`src/rtl/ctrl_pkg.sv`:
```
// Shared types and encodings for the multicycle RV32I control unit:
// FSM states, datapath select codes, opcodes and trap causes.
package ctrl_pkg;

    typedef enum logic [4:0] {
        S_FETCH,
        S_DECODE,
        S_MEM_ADDR,
        S_MEM_READ,
        S_MEM_WRITE,
        S_MEM_WB,
        S_EXEC_R,
        S_EXEC_I,
        S_EXEC_AUIPC,
        S_EXEC_LUI,
        S_PC_JALR,
        S_PC_JAL,
        S_PC_BRANCH,
        S_RD_CALC,
        S_COMPARE,
        S_REG_WRITE,
        S_MD_START,
        S_MD_WAIT,
        S_MD_WB,
        S_TRAP
    } state_e;

    localparam logic [1:0] A1_RS1   = 2'b00;
    localparam logic [1:0] A1_ZERO  = 2'b01;
    localparam logic [1:0] A1_OLDPC = 2'b10;
    localparam logic [1:0] A1_PC    = 2'b11;

    localparam logic [1:0] A2_IMM   = 2'b00;
    localparam logic [1:0] A2_RS2   = 2'b01;
    localparam logic [1:0] A2_FOUR  = 2'b10;

    localparam logic [1:0] RS_ALUOUT = 2'b00;
    localparam logic [1:0] RS_ALURES = 2'b01;
    localparam logic [1:0] RS_DATA   = 2'b10;
    localparam logic [1:0] RS_MD     = 2'b11;

    localparam logic [1:0] OP_FUNCT  = 2'b00;
    localparam logic [1:0] OP_BRANCH = 2'b01;
    localparam logic [1:0] OP_ADD    = 2'b10;

    localparam logic [6:0] OPC_LOAD   = 7'b0000011;
    localparam logic [6:0] OPC_STORE  = 7'b0100011;
    localparam logic [6:0] OPC_OP_IMM = 7'b0010011;
    localparam logic [6:0] OPC_OP     = 7'b0110011;
    localparam logic [6:0] OPC_AUIPC  = 7'b0010111;
    localparam logic [6:0] OPC_LUI    = 7'b0110111;
    localparam logic [6:0] OPC_JALR   = 7'b1100111;
    localparam logic [6:0] OPC_JAL    = 7'b1101111;
    localparam logic [6:0] OPC_BRANCH = 7'b1100011;
    localparam logic [6:0] F7_MULDIV  = 7'b0000001;

    localparam logic [1:0] CAUSE_NONE    = 2'b00;
    localparam logic [1:0] CAUSE_ILLEGAL = 2'b01;
    localparam logic [1:0] CAUSE_BUS     = 2'b10;

    typedef struct packed {
        logic       mem_req;
        logic       instr_read;
        logic       mem_we;
        logic       pc_en;
        logic       fetch_en;
        logic       rf_en;
        logic       aluout_en;
        logic       data_en;
        logic       reg_we;
        logic       md_start;
        logic [1:0] alu_in1_src;
        logic [1:0] alu_in2_src;
        logic [1:0] result_src;
        logic [1:0] alu_op;
    } ctrl_t;

    localparam ctrl_t CTRL_IDLE = '{
        mem_req: 1'b0, instr_read: 1'b0, mem_we: 1'b0, pc_en: 1'b0,
        fetch_en: 1'b0, rf_en: 1'b0, aluout_en: 1'b0, data_en: 1'b0,
        reg_we: 1'b0, md_start: 1'b0, alu_in1_src: A1_RS1,
        alu_in2_src: A2_IMM, result_src: RS_ALUOUT, alu_op: OP_FUNCT
    };

    // States that hold a memory request open until mem_ready.
    function automatic logic is_mem_wait(input state_e s);
        return (s == S_FETCH) || (s == S_MEM_READ) || (s == S_MEM_WRITE);
    endfunction

endpackage

```
`src/rtl/bus_watchdog.sv`:
```
// Counts consecutive stalled cycles of an open memory request and flags a
// timeout on the last allowed cycle; TIMEOUT=0 disables it.
module bus_watchdog #(
    parameter int TIMEOUT = 16
) (
    input  logic clk,
    input  logic rst,
    input  logic en,
    input  logic active,
    input  logic mem_ready,
    output logic trip
);

    localparam int CW = (TIMEOUT > 0) ? $clog2(TIMEOUT + 1) : 1;
    localparam logic [CW-1:0] LAST = CW'((TIMEOUT > 0) ? TIMEOUT - 1 : 0);

    logic [CW-1:0] cnt_q, cnt_d;

    always_comb begin
        trip  = (TIMEOUT != 0) && en && active && !mem_ready && (cnt_q == LAST);
        cnt_d = cnt_q;
        if (!active) begin
            cnt_d = '0;
        end else if (en) begin
            cnt_d = (mem_ready || trip) ? '0 : cnt_q + CW'(1);
        end
    end

    always_ff @(posedge clk) begin
        if (rst) begin
            cnt_q <= '0;
        end else begin
            cnt_q <= cnt_d;
        end
    end

endmodule

```
`src/rtl/multicycle_control_hs.sv`:
```
// Main control FSM of the multicycle RV32I core with handshaked memory,
// bus watchdog, illegal-opcode trap and optional mul/div sequencing.
module multicycle_control_hs
    import ctrl_pkg::*;
#(
    parameter int TIMEOUT   = 16,
    parameter bit MULDIV_EN = 1'b0,
    parameter bit TRAP_HALT = 1'b1
) (
    input  logic       clk,
    input  logic       rst,
    input  logic       en,
    input  logic       branch,
    input  logic [6:0] opCode,
    input  logic [6:0] funct7,
    input  logic       mem_ready,
    input  logic       md_done,
    output logic       mem_req,
    output logic       instr_read,
    output logic       mem_we,
    output logic       pc_en,
    output logic       fetch_en,
    output logic       rf_en,
    output logic       aluout_en,
    output logic       data_en,
    output logic       reg_we,
    output logic       md_start,
    output logic [1:0] alu_in1_src,
    output logic [1:0] alu_in2_src,
    output logic [1:0] result_src,
    output logic [1:0] alu_op,
    output logic       illegal_instr,
    output logic       bus_error,
    output logic [1:0] trap_cause,
    output logic       halted
);

    state_e     state_q, state_d;
    logic       illegal_q, illegal_d;
    logic       bus_err_q, bus_err_d;
    logic [1:0] cause_q, cause_d;
    ctrl_t      ctrl;
    logic       wd_trip;
    logic       adv;

    bus_watchdog #(.TIMEOUT(TIMEOUT)) u_watchdog (
        .clk       (clk),
        .rst       (rst),
        .en        (en),
        .active    (is_mem_wait(state_q)),
        .mem_ready (mem_ready),
        .trip      (wd_trip)
    );

    always_comb begin
        // NOTE: every variable gets its default before the case so no path leaves a latch.
        ctrl      = CTRL_IDLE;
        state_d   = state_q;
        illegal_d = 1'b0;
        bus_err_d = 1'b0;
        cause_d   = cause_q;
        case (state_q)
            S_FETCH: begin
                ctrl.mem_req = 1'b1;  ctrl.instr_read = 1'b1;
                ctrl.pc_en = mem_ready;  ctrl.fetch_en = mem_ready;
                ctrl.alu_in1_src = A1_PC;  ctrl.alu_in2_src = A2_FOUR;
                ctrl.result_src = RS_ALURES;  ctrl.alu_op = OP_ADD;
                if (mem_ready) state_d = S_DECODE;
            end
            S_DECODE: begin
                ctrl.rf_en = 1'b1;
                case (opCode)
                    OPC_LOAD, OPC_STORE: state_d = S_MEM_ADDR;
                    OPC_OP_IMM:          state_d = S_EXEC_I;
                    OPC_OP:              state_d = (MULDIV_EN && funct7 == F7_MULDIV) ? S_MD_START : S_EXEC_R;
                    OPC_AUIPC:           state_d = S_EXEC_AUIPC;
                    OPC_LUI:             state_d = S_EXEC_LUI;
                    OPC_JALR:            state_d = S_PC_JALR;
                    OPC_JAL:             state_d = S_PC_JAL;
                    OPC_BRANCH:          state_d = S_COMPARE;
                    default: begin
                        state_d   = S_TRAP;
                        illegal_d = 1'b1;
                        cause_d   = CAUSE_ILLEGAL;
                    end
                endcase
            end
            S_MEM_ADDR: begin
                ctrl.aluout_en = 1'b1;  ctrl.alu_op = OP_ADD;
                state_d = opCode[5] ? S_MEM_WRITE : S_MEM_READ;
            end
            S_MEM_READ: begin
                ctrl.mem_req = 1'b1;  ctrl.data_en = mem_ready;
                if (mem_ready) state_d = S_MEM_WB;
            end
            S_MEM_WRITE: begin
                ctrl.mem_req = 1'b1;  ctrl.mem_we = 1'b1;
                if (mem_ready) state_d = S_FETCH;
            end
            S_MEM_WB: begin
                ctrl.reg_we = 1'b1;  ctrl.result_src = RS_DATA;
                state_d = S_FETCH;
            end
            S_EXEC_R: begin
                ctrl.aluout_en = 1'b1;  ctrl.alu_in2_src = A2_RS2;
                state_d = S_REG_WRITE;
            end
            S_EXEC_I: begin
                ctrl.aluout_en = 1'b1;
                state_d = S_REG_WRITE;
            end
            S_EXEC_AUIPC: begin
                ctrl.aluout_en = 1'b1;  ctrl.alu_in1_src = A1_OLDPC;  ctrl.alu_op = OP_ADD;
                state_d = S_REG_WRITE;
            end
            S_EXEC_LUI: begin
                ctrl.aluout_en = 1'b1;  ctrl.alu_in1_src = A1_ZERO;  ctrl.alu_op = OP_ADD;
                state_d = S_REG_WRITE;
            end
            S_PC_JALR: begin
                ctrl.pc_en = 1'b1;  ctrl.result_src = RS_ALURES;  ctrl.alu_op = OP_ADD;
                state_d = S_RD_CALC;
            end
            S_PC_JAL, S_PC_BRANCH: begin
                ctrl.pc_en = 1'b1;  ctrl.alu_in1_src = A1_OLDPC;
                ctrl.result_src = RS_ALURES;  ctrl.alu_op = OP_ADD;
                state_d = (state_q == S_PC_JAL) ? S_RD_CALC : S_FETCH;
            end
            S_RD_CALC: begin
                ctrl.aluout_en = 1'b1;  ctrl.alu_in1_src = A1_OLDPC;
                ctrl.alu_in2_src = A2_FOUR;  ctrl.alu_op = OP_ADD;
                state_d = S_REG_WRITE;
            end
            S_COMPARE: begin
                ctrl.alu_in2_src = A2_RS2;  ctrl.alu_op = OP_BRANCH;
                state_d = branch ? S_PC_BRANCH : S_FETCH;
            end
            S_REG_WRITE: begin
                ctrl.reg_we = 1'b1;
                state_d = S_FETCH;
            end
            S_MD_START: begin
                ctrl.md_start = 1'b1;
                state_d = S_MD_WAIT;
            end
            S_MD_WAIT: begin
                if (md_done) state_d = S_MD_WB;
            end
            S_MD_WB: begin
                ctrl.reg_we = 1'b1;  ctrl.result_src = RS_MD;
                state_d = S_FETCH;
            end
            S_TRAP: begin
                if (!TRAP_HALT) state_d = S_FETCH;
            end
            default: state_d = S_FETCH;
        endcase

        // The watchdog only fires while mem_ready is low, so a late ready still completes.
        if (wd_trip) begin
            state_d   = S_TRAP;
            bus_err_d = 1'b1;
            cause_d   = CAUSE_BUS;
        end

        if (!en) begin
            state_d   = state_q;
            illegal_d = 1'b0;
            bus_err_d = 1'b0;
            cause_d   = cause_q;
        end
    end

    always_ff @(posedge clk) begin
        // NOTE: state registers use non-blocking assignments so all flops update together.
        if (rst) begin
            state_q   <= S_FETCH;
            illegal_q <= 1'b0;
            bus_err_q <= 1'b0;
            cause_q   <= CAUSE_NONE;
        end else begin
            state_q   <= state_d;
            illegal_q <= illegal_d;
            bus_err_q <= bus_err_d;
            cause_q   <= cause_d;
        end
    end

    // Enables fire only on advancing cycles; bus request and selects stay stable across en=0.
    assign adv           = en && !rst;
    assign mem_req       = ctrl.mem_req && !rst;
    assign instr_read    = ctrl.instr_read;
    assign mem_we        = ctrl.mem_we;
    assign pc_en         = ctrl.pc_en && adv;
    assign fetch_en      = ctrl.fetch_en && adv;
    assign rf_en         = ctrl.rf_en && adv;
    assign aluout_en     = ctrl.aluout_en && adv;
    assign data_en       = ctrl.data_en && adv;
    assign reg_we        = ctrl.reg_we && adv;
    assign md_start      = ctrl.md_start && adv;
    assign alu_in1_src   = ctrl.alu_in1_src;
    assign alu_in2_src   = ctrl.alu_in2_src;
    assign result_src    = ctrl.result_src;
    assign alu_op        = ctrl.alu_op;
    assign illegal_instr = illegal_q;
    assign bus_error     = bus_err_q;
    assign trap_cause    = cause_q;
    assign halted        = TRAP_HALT && (state_q == S_TRAP);

endmodule

```
`config.mk`:
```
export PLATFORM = sky130hd
export DESIGN_NAME = multicycle_control_hs
export DESIGN_NICKNAME = d
export VERILOG_FILES = /design/src/rtl/ctrl_pkg.sv /design/src/rtl/bus_watchdog.sv /design/src/rtl/multicycle_control_hs.sv
export SDC_FILE = /design/constraint.sdc
export NUM_CORES = 1
export LEC_CHECK = 0
export ABC_CLOCK_PERIOD_IN_PS = 1600
export CORE_ASPECT_RATIO = 0.6
export CORE_UTILIZATION = 41
export DETAILED_ROUTE_END_ITERATION = 16
export PLACE_DENSITY = 0.76
export SLEW_MARGIN = 20
export SYNTH_ARGS = -nofsm -noshare
export SYNTH_HDL_FRONTEND = slang
export SYNTH_SLANG_ARGS = --single-unit
```
`constraint.sdc`:
```
create_clock -name clk -period 1.6 [get_ports clk]
set_input_delay 0.24 -clock clk [delete_from_list [all_inputs] [get_ports clk]]
set_output_delay 0.24 -clock clk [all_outputs]
set_load 0.1 [all_outputs]
```
==> impl_table.tex, run 1 <==
\begin{tabular}{lr}
\hline
Metric & Value \\
\hline
\multicolumn{2}{l}{\textbf{Clocking}} \\
Number of hold buffers added after cts & 0 \\
Deepest clock path buffer count & 2 \\
\# H-tree levels & 1 \\
Number of sinks handled by clock tree synthesis & 14 \\
Root buffer cell & sky130\_fd\_sc\_hd\_\_clkbuf\_8 \\
Number of CTS-inserted buffers & 3 \\
\multicolumn{2}{l}{\textbf{Logic synthesis}} \\
Sequential area share after synthesis & 0.223 \\
Dominant cell type by area after synthesis & sky130\_fd\_sc\_hd\_\_dfxtp\_1 \\
Synthesis-stage register bit count & 14 \\
Synth Cell Area & $\sim$1300 sq um \\
Number of warning messages in the yosys log & 0 \\
Synth Area per Inst & just under 7 sq um \\
Ranking of synthesized cells by area & sky130\_fd\_sc\_hd\_\_dfxtp\_1 22\%, sky130\_fd\_sc\_hd\_\_nor2\_1 7.5\%, sky130\_fd\_sc\_hd\_\_a21oi\_1 6.8\% \\
Top cell type's share of synthesized area & 0.223 \\
Post-Syn Nets & between 200 and 250 \\
Top flip-flop cell by instance count after synthesis & sky130\_fd\_sc\_hd\_\_dfxtp\_1 \\
Distinct cell type count of the synthesized netlist & 43 \\
Leading cell types by count after synthesis & 25 x sky130\_fd\_sc\_hd\_\_nor2\_1, 17 x sky130\_fd\_sc\_hd\_\_a21oi\_1, 14 x sky130\_fd\_sc\_hd\_\_dfxtp\_1 \\
Synthesized netlist cell count & between 150 and 200 \\
Number of flops mapped to enable cells by yosys & 0 \\
Async set-or-reset flop fraction in the synthesized netlist & 0 \\
Cell with the most instances after synthesis & sky130\_fd\_sc\_hd\_\_nor2\_1 \\
\multicolumn{2}{l}{\textbf{GRT}} \\
Maximum number of pins on one net before global-route repair & 15 \\
GR Util All Layers & 0.770 \\
Global route overflow & 41 \\
\multicolumn{2}{l}{\textbf{Placed design}} \\
HPWL Detailed & $\sim$3.6 mm \\
Number of buffer cells added on primary ports & 35 \\
Routability congestion estimate & between 0.8 and 0.9 \\
Total cell area at the placement stage & about 2400 sq um \\
\multicolumn{2}{l}{\textbf{Floorplan}} \\
IO Count & between 40 and 50 \\
Die extent in y & around 45 um \\
Starting Density & 0.434 \\
Number of placement rows & 15 \\
Floorplan die width & $\sim$73 um \\
\multicolumn{2}{l}{\textbf{Timing}} \\
WEP type & primary output \\
GRT worst endpoint & pc\_en \\
\multicolumn{2}{l}{\textbf{Status}} \\
First error line in the log & [ERROR GRT-0232] Routing congestion too high. Check the congestion heatmap in the GUI. \\
Result of the run & stopped before the end \\
Halt point of the flow & global routing (5\_1\_grt) \\
\hline
\end{tabular}
## what timing repair did
action / in CTS
endpoints found under the setup margin: 26
buffers inserted: 7
pin swaps: 16
gates resized for setup: 50
gates cloned: 0
## metal layers
layer,GRT overflow,track usage
met3,1,0.598
met2,22,0.941
met4,17,0.831
met5,0,0.206
met1,1,0.777
## logic make-up after synthesis
group	count (synthesis)	synth area share
fa+ha+maj	2	0.0199
flops	14	0.223
xor+xnor	2	0.0140
compound gates	51	0.285
simple gates	94	0.392
buf+inv	17	0.0568
mux	1	0.00897
## stage by stage
step           worst slack, ps  hold slack [ps]  utilization  cells
3_3_place_gp              -141              453        0.818    291
2_1_floorplan             -476              312            -    181
4_1_cts                   -219              480        0.922    302
3_5_place_dp              -192              470        0.818    291
==> run 2, diff against run 1 <==
Settings changed: ABC_CLOCK_PERIOD_IN_PS 1600 to 2100, CORE_AREA from default to 2 2 63 65, CORE_ASPECT_RATIO 0.6 to default, CORE_UTILIZATION 41 to default, DIE_AREA from default to 0 0 65 67, PLACE_DENSITY 0.76 to default, PLACE_DENSITY_LB_ADDON from default to 0.15.
Clock period 1.6 ns to 2.1 ns, I/O delays scaled along.
==> run 2 against run 1 <==
Compared with the run above:
- synthesized area did not move
- the run now ends clean
- synthesized cell count did not move
==> impl_table.tex, run 2 <==
\begin{tabular}{lr}
\hline
Metric & Value \\
\hline
\multicolumn{2}{l}{\textbf{GRT}} \\
Number of antenna violations at the first check in global routing & 0 \\
Vias in the first global route & 1,367 \\
GR Util All Layers & 0.180 \\
Maximum number of pins on one net before global-route repair & 17 \\
Global route overflow & 0 \\
Global-route wire length before repair & 6.22 mm \\
\multicolumn{2}{l}{\textbf{Power}} \\
Total power divided by cell area & 681 nW/um\^{}2 \\
Maximum ir drop on the vdd rail & about 0.00040 V \\
Leakage & between 0.8 and 0.9 nW \\
\multicolumn{2}{l}{\textbf{Layout}} \\
Count of antenna diodes in the layout & 0 \\
Commonest cells after routing, fill and taps aside & 22 x sky130\_fd\_sc\_hd\_\_buf\_4, 20 x sky130\_fd\_sc\_hd\_\_nor2\_1, 19 x sky130\_fd\_sc\_hd\_\_buf\_12, 16 x sky130\_fd\_sc\_hd\_\_a21oi\_1, 13 x sky130\_fd\_sc\_hd\_\_nand2\_1 \\
Fraction of final layout cells sized beyond drive strength 1 & 0.310 \\
Layout overhead on the synthesized area & 66.1\% \\
Final Net Count & 250 \\
Most common cell after layout, fill and taps aside & sky130\_fd\_sc\_hd\_\_buf\_4 \\
Design area & around 2100 sq um \\
\multicolumn{2}{l}{\textbf{Routing}} \\
Detailed router's first-iteration violation count & 70 \\
Final wirelength & about 3.7 mm \\
Avg Vias per Cell & approximately 5.3 \\
Number of vias in the routed layout & about 1.5k \\
Final antenna-violating net count & 0 \\
Final routed wire length divided by cell count & around 14 um \\
Remaining routing DRC violations & 0 \\
DRT Pass-1 Iters & 4 \\
\multicolumn{2}{l}{\textbf{Timing}} \\
RSZ-0062 raised after global routing & no \\
Number of pins exceeding their max-slew limit in the final report & 0 \\
Actual slew at the worst max-slew pin & roughly 340 ps \\
Fin worst setup slack & 121 ps \\
Final Cycle Share & 0.943 \\
Final hold viol count & 0 \\
Max frequency & $\sim$510 MHz \\
Number of setup violations in the final report & 0 \\
Shortest clock period the worst path allows after layout & about 2000 ps \\
Worst slew margin relative to its limit & 0.769 \\
Setup skew after layout & approximately 1.1 ps \\
\multicolumn{2}{l}{\textbf{Logic synthesis}} \\
Top flip-flop cell by instance count after synthesis & sky130\_fd\_sc\_hd\_\_dfxtp\_1 \\
Dominant cell type by area after synthesis & sky130\_fd\_sc\_hd\_\_dfxtp\_1 \\
Synth Area per Inst & 6.93 sq um (unchanged) \\
Post-Syn Nets & 203 (unchanged) \\
Async set-or-reset flop fraction in the synthesized netlist & 0 (unchanged) \\
Number of flops mapped to enable cells by yosys & 0 (unchanged) \\
Synthesized netlist cell count & 181 (unchanged) \\
Synth Cell Area & 1250 sq um (unchanged) \\
Cell with the most instances after synthesis & sky130\_fd\_sc\_hd\_\_nor2\_1 \\
Ranking of synthesized cells by area & sky130\_fd\_sc\_hd\_\_dfxtp\_1 22\%, sky130\_fd\_sc\_hd\_\_nor2\_1 7.5\%, sky130\_fd\_sc\_hd\_\_a21oi\_1 6.8\% \\
Distinct cell type count of the synthesized netlist & 43 (unchanged) \\
Synthesis-stage register bit count & 14 (unchanged) \\
Number of warning messages in the yosys log & 0 (unchanged) \\
Leading cell types by count after synthesis & 25 x sky130\_fd\_sc\_hd\_\_nor2\_1, 17 x sky130\_fd\_sc\_hd\_\_a21oi\_1, 14 x sky130\_fd\_sc\_hd\_\_dfxtp\_1 \\
Top cell type's share of synthesized area & 0.223 (unchanged) \\
Sequential area share after synthesis & 0.223 (unchanged) \\
\multicolumn{2}{l}{\textbf{Clocking}} \\
Clock tree from TritonCTS & built \\
Clock transition time at the flip-flop clock pins of the worst setup and hold paths & 60 ps \\
Root buffer cell & sky130\_fd\_sc\_hd\_\_clkbuf\_8 \\
\# H-tree levels & 1 (unchanged) \\
Insertion delay of the later-clocked pin in the worst-skew pair & between 200 and 250 ps \\
Number of CTS-inserted buffers & 3 (unchanged) \\
Number of sinks handled by clock tree synthesis & 14 (unchanged) \\
Deepest clock path buffer count & 2 (unchanged) \\
Number of hold buffers added after cts & 0 (unchanged) \\
\multicolumn{2}{l}{\textbf{Worst setup path}} \\
Type of element launching the critical path & register \\
Data required, critical path & around 1800 ps \\
Setup crit end kind & output pin \\
Kind of critical path & register to output pin \\
Peak fanout along the critical path & 7 \\
Signal arrival time at the worst endpoint & about 1700 ps \\
\multicolumn{2}{l}{\textbf{Floorplan}} \\
IO Count & 43 (unchanged) \\
Die extent in y & 67 um (+49\%) \\
Total Die Area & between 4000 and 5000 sq um \\
Number of placement rows & 22 (+7) \\
Starting Density & 0.348 (-0.0862) \\
Floorplan die width & 65 um (-11\%) \\
Area of the core & 3610 sq um \\
\multicolumn{2}{l}{\textbf{Placed design}} \\
Post-Place Worst Slack & 165 ps (+356 ps) \\
Routability congestion estimate & 0.777 (-13\%) \\
Total cell area at the placement stage & 2020 sq um (-14\%) \\
Number of buffer cells added on primary ports & 35 (unchanged) \\
HPWL Detailed & 2.97 mm (-17\%) \\
\multicolumn{2}{l}{\textbf{Flow run}} \\
Max-cap viol count & 0 \\
\multicolumn{2}{l}{\textbf{Hold path}} \\
Hold/Removal Path Class & register to register \\
\multicolumn{2}{l}{\textbf{Status}} \\
Result of the run & finished clean \\
\hline
\end{tabular}
-- run 2: cell counts after synthesis --
No cell type changed its count.
-- run 2: cell families (layout without fill, tap and decap cells) --
family | after synthesis | count (layout) | synth area share
and+or+nand+nor | 94 | 94 | 0.392
muxes | 1 | 1 | 0.00897
buffers and inverters | 17 | 62 | 0.0568
adders and majority gates | 2 | 2 | 0.0199
AOI/OAI and AO/OA | 51 | 51 | 0.285
xor gates and xnor gates | 2 | 2 | 0.0140
DFF | 14 | 14 | 0.223
-- run 2: worst paths after layout --
path	startpoint	slack (ps)	cells past startpoint	end
max	state_q[2]	120	6	reg_we
min	u_watchdog.cnt_q[4]	470	2	u_watchdog.cnt_q[4]
max reg2reg	u_watchdog.cnt_q[0]	320	6	state_q[2]
min reg2reg	u_watchdog.cnt_q[4]	470	2	u_watchdog.cnt_q[4]
-- run 2: critical path: stages (launching register included) --
cell and delay [ps]:
sky130_fd_sc_hd__dfxtp_2 360, sky130_fd_sc_hd__inv_1 150, sky130_fd_sc_hd__nor2_4 140, sky130_fd_sc_hd__nand2_1 50, sky130_fd_sc_hd__or3_1 350, sky130_fd_sc_hd__a21oi_4 170
sky130_fd_sc_hd__buf_12 190
-- run 2: area by class of cell --
cell class / instances / area, sq um
tap: 48 / 60.1
sequential: 14 / 289
inverter: 6 / 22.5
multi-input combinational: 150 / 1010
timing repair buffer: 53 / 666
fill: 325 / 1520
clock buffer: 3 / 41.3
-- run 2: stage by stage --
step	total power, W	hold slack (ps)	cells	utilization	setup TNS, ps
final	0.00142	469	274	0.578	0
after global routing	0.00149	500	274	0.578	0
after CTS	0.00142	467	274	0.574	0
after detailed placement	0.00120	457	271	0.561	0
after global placement	0.00119	454	271	0.561	0
after floorplan	0.000892	394	181	-	-1400
-- run 2: report_power, final --
| group | switching (W) | leakage, nW | internal, W |
|---|---|---|---|
| clock network | 0.0000892 | 0.0216 | 0.000127 |
| registers | 0.0000361 | 0.116 | 0.000281 |
| logic | 0.000552 | 0.695 | 0.000335 |
| total | 0.000677 | 0.832 | 0.000743 |
-- run 2: repair_timing --
item | CTS | global route
resized for setup | 2 | 7
endpoints found under the setup margin | 2 | 7
buffers inserted | 0 | 0
-- run 2: routing by layer --
layer  part of all wire  vias up  GRT usage
li1                   -      746          -
met1               0.47      670      0.220
met2               0.48       42      0.314
met3              0.042        6     0.0405
met4              0.012        0     0.0532
met5                  0        -          0
No activity file was read; power rests on OpenSTA's default activity.
==> run 3, diff against run 2 <==
Settings changed: CORE_AREA 2 2 63 65 to 5 5 66 68, DIE_AREA 0 0 65 67 to 0 0 71 73, SKIP_LAST_GASP from default to 1.
==> run 3 against run 2 <==
Compared with the run above:
- critical path depth did not move
- non-clock buffer count fell by 3
- clock skew rose by 1.6 ps
- global-route usage fell by 2.1 points
- cell count did not move
- sequential power barely moved
- largest power group unchanged
- largest cell class unchanged
==> impl_table.tex, run 3 (same netlist as run 2, synthesis figures left out) <==
\begin{tabular}{lr}
\hline
Metric & Value \\
\hline
\multicolumn{2}{l}{\textbf{Placed design}} \\
HPWL Detailed & 3.10 mm (+4.4\%) \\
Routability congestion estimate & 0.855 (+10\%) \\
Number of buffer cells added on primary ports & 35 (unchanged) \\
Number of instances in the placed design & 270 (-0.37\%) \\
\multicolumn{2}{l}{\textbf{Routing}} \\
Final antenna-violating net count & 0 (unchanged) \\
Avg Vias per Cell & 5.35 (+0.14\%) \\
Detailed router's first-iteration violation count & 86 (+23\%) \\
DRT Pass-1 Iters & 4 (unchanged) \\
Number of vias in the routed layout & 1,466 (+0.14\%) \\
Final wirelength & 3.89 mm (+4.7\%) \\
Final routed wire length divided by cell count & 14.2 um (+4.7\%) \\
Remaining routing DRC violations & 0 (unchanged) \\
\multicolumn{2}{l}{\textbf{Layout}} \\
Layout overhead on the synthesized area & 65.5\% \\
Storage cell area & 288 sq um (-0.43\%) \\
Final Net Count & 247 (-1.2\%) \\
Count of antenna diodes in the layout & 0 (unchanged) \\
Final Instance Count excl. Fillers & 274 (unchanged) \\
Commonest cells after routing, fill and taps aside & 20 x sky130\_fd\_sc\_hd\_\_nor2\_1, 19 x sky130\_fd\_sc\_hd\_\_buf\_12, 19 x sky130\_fd\_sc\_hd\_\_buf\_4, 16 x sky130\_fd\_sc\_hd\_\_a21oi\_1, 13 x sky130\_fd\_sc\_hd\_\_nand2\_1 \\
Fraction of final layout cells sized beyond drive strength 1 & 0.299 (-0.0106) \\
Area of the multi-input gates & 1010 sq um (unchanged) \\
Layout fillers & 373 (+15\%) \\
Most common cell after layout, fill and taps aside & sky130\_fd\_sc\_hd\_\_nor2\_1 \\
\multicolumn{2}{l}{\textbf{Hold path}} \\
Cells on Worst Hold Path & 2 (unchanged) \\
Hold/Removal Path Class & register to register \\
\multicolumn{2}{l}{\textbf{Timing}} \\
RSZ-0062 raised after global routing & no \\
Shortest clock period the worst path allows after layout & 1980 ps (-2.62 ps) \\
Final Cycle Share & 0.941 (-0.00125) \\
Number of pins exceeding their max-slew limit in the final report & 0 (unchanged) \\
Number of setup violations in the final report & 0 (unchanged) \\
Final hold viol count & 0 (unchanged) \\
Worst slew margin relative to its limit & 0.750 (-0.0190) \\
Final-layout worst hold slack & 471 ps (+2.19 ps) \\
Setup skew after layout & 2.66 ps (+1.60 ps) \\
Max frequency & 506 MHz (+0.13\%) \\
Actual slew at the worst max-slew pin & 375 ps (+32.5 ps) \\
\multicolumn{2}{l}{\textbf{Clocking}} \\
Clock transition time at the flip-flop clock pins of the worst setup and hold paths & 60 ps (about the same) \\
Number of sinks handled by clock tree synthesis & 14 (unchanged) \\
Clock tree from TritonCTS & built \\
Root buffer cell & sky130\_fd\_sc\_hd\_\_clkbuf\_8 \\
Deepest clock path buffer count & 2 (unchanged) \\
Number of hold buffers added after cts & 0 (unchanged) \\
Number of CTS-inserted buffers & 3 (unchanged) \\
Insertion delay of the later-clocked pin in the worst-skew pair & 240 ps (about the same) \\
\# H-tree levels & 1 (unchanged) \\
Setup Fix Bufs, Post-CTS & 0 (unchanged) \\
\multicolumn{2}{l}{\textbf{Floorplan}} \\
IO Count & 43 (unchanged) \\
Total Die Area & 5180 sq um (+19\%) \\
Number of placement rows & 23 (+4.5\%) \\
Area of the core & 3800 sq um (+5.3\%) \\
Die extent in y & 73 um (+9.0\%) \\
Starting Density & 0.330 (-0.0177) \\
Floorplan die width & 71 um (+9.2\%) \\
\multicolumn{2}{l}{\textbf{Worst setup path}} \\
Kind of critical path & register to output pin \\
Data required, critical path & 1780 ps (about the same) \\
Crit path buf inv count & 3 (+1) \\
Setup crit end kind & output pin \\
Register-to-register path setup slack & 290 ps (-30 ps) \\
Signal arrival time at the worst endpoint & 1660 ps (about the same) \\
Crit-path max cell delay & 400 ps (+40 ps) \\
Type of element launching the critical path & register \\
Crit. path cell count & 6 (unchanged) \\
Critical path, cell by cell & buf\_4, nor2\_1, o21ai\_2, or2b\_4, inv\_1, buf\_12 \\
Family with the most delay on the worst path & buffers and inverters \\
Peak fanout along the critical path & 12 (+5) \\
Number of cells on the worst reg-to-reg path & 6 (unchanged) \\
Master of the slowest instance on the critical path & sky130\_fd\_sc\_hd\_\_dfxtp\_2 \\
\multicolumn{2}{l}{\textbf{Power}} \\
Net switching fraction of the power & 0.469 (-0.00745) \\
Switching power of the nets & 0.000687 W (+1.5\%) \\
Clock share of power & 0.181 (+0.029) \\
P\_int & 0.000777 W (+4.6\%) \\
Leakage & 0.825 nW (-0.88\%) \\
Maximum ir drop on the vdd rail & 0.000433 V (+9.1\%) \\
Comb power frac & 0.604 (-0.021) \\
Total power divided by cell area & 705 nW/um\^{}2 (+3.5\%) \\
Portion of total power attributed to sequential cells & 0.215 (-0.008) \\
\multicolumn{2}{l}{\textbf{Flow run}} \\
Max-cap viol count & 0 (unchanged) \\
\multicolumn{2}{l}{\textbf{GRT}} \\
Global route overflow & 0 (unchanged) \\
Vias in the first global route & 1,551 (+13\%) \\
Maximum number of pins on one net before global-route repair & 19 (+2) \\
GR Util All Layers & 0.159 (-0.0210) \\
Number of antenna violations at the first check in global routing & 0 (unchanged) \\
Global-route wire length before repair & 6.93 mm (+11\%) \\
\multicolumn{2}{l}{\textbf{Status}} \\
Result of the run & finished clean \\
\hline
\end{tabular}
run 3: cell count changes in the layout (fill, tap and decap cells not counted), sizes merged:
cell / previous run / this run
clkbuf: 3 / 4
buf: 41 / 38
run 3: per-stage QoR:
step | instance area (sq um) | util | setup WS, ps | setup TNS (ps) | power [W]
floorplan | 1350 | - | -380 | -1400 | 0.000892
finish | 2080 | 0.547 | 123 | 0 | 0.00146
global route | 2080 | 0.547 | 12.4 | 0 | 0.00154
CTS | 2060 | 0.543 | 16.4 | 0 | 0.00147
global placement | 2000 | 0.528 | 199 | 0 | 0.00119
detailed placement | 2000 | 0.528 | 198 | 0 | 0.00120
run 3: timing repair:
action | in CTS | in global routing
gates cloned | 0 | 0
gates resized for setup | 2 | 6
setup endpoints to repair | 5 | 10
run 3: path summary, 6_finish.rpt:
| kind | from | end |
|---|---|---|
| worst max-delay path | state_q[3] | mem_req |
| worst min register to register | u_watchdog.cnt_q[4] | u_watchdog.cnt_q[4] |
| worst min-delay path | u_watchdog.cnt_q[4] | u_watchdog.cnt_q[4] |
| worst max register to register | u_watchdog.cnt_q[0] | state_q[3] |
run 3: layout make-up:
class	count	share of cell area
Inverter	6	0.0108
Timing Repair Buffer	50	0.310
Sequential cell	14	0.139
Clock buffer	4	0.0265
Tap cell	50	0.0301
Multi-Input combinational cell	150	0.484
run 3: power by group through the flow:
stage               sequential, W  clock (W)  combinational, W
global placement         0.000317          0          0.000876
floorplan                0.000311          0          0.000582
CTS                      0.000313   0.000274          0.000885
global route             0.000319   0.000289          0.000932
detailed placement       0.000318          0          0.000884
finish                   0.000315   0.000265          0.000884
run 3: worst register-to-register path, stage by stage (launching register included):
cell	delay, ps
sky130_fd_sc_hd__dfxtp_1	330
sky130_fd_sc_hd__ha_1	220
sky130_fd_sc_hd__and3_1	190
sky130_fd_sc_hd__ha_1	240
sky130_fd_sc_hd__o311a_4	410
sky130_fd_sc_hd__nor2_1	180
sky130_fd_sc_hd__a22o_1	180
run 3: routing by layer:
metal,track usage,up-vias,wire [um]
met2,0.294,41,2010
li1,-,743,-
met1,0.194,682,1720
met5,0,-,0
met4,0.0146,0,0
met3,0.0399,0,166
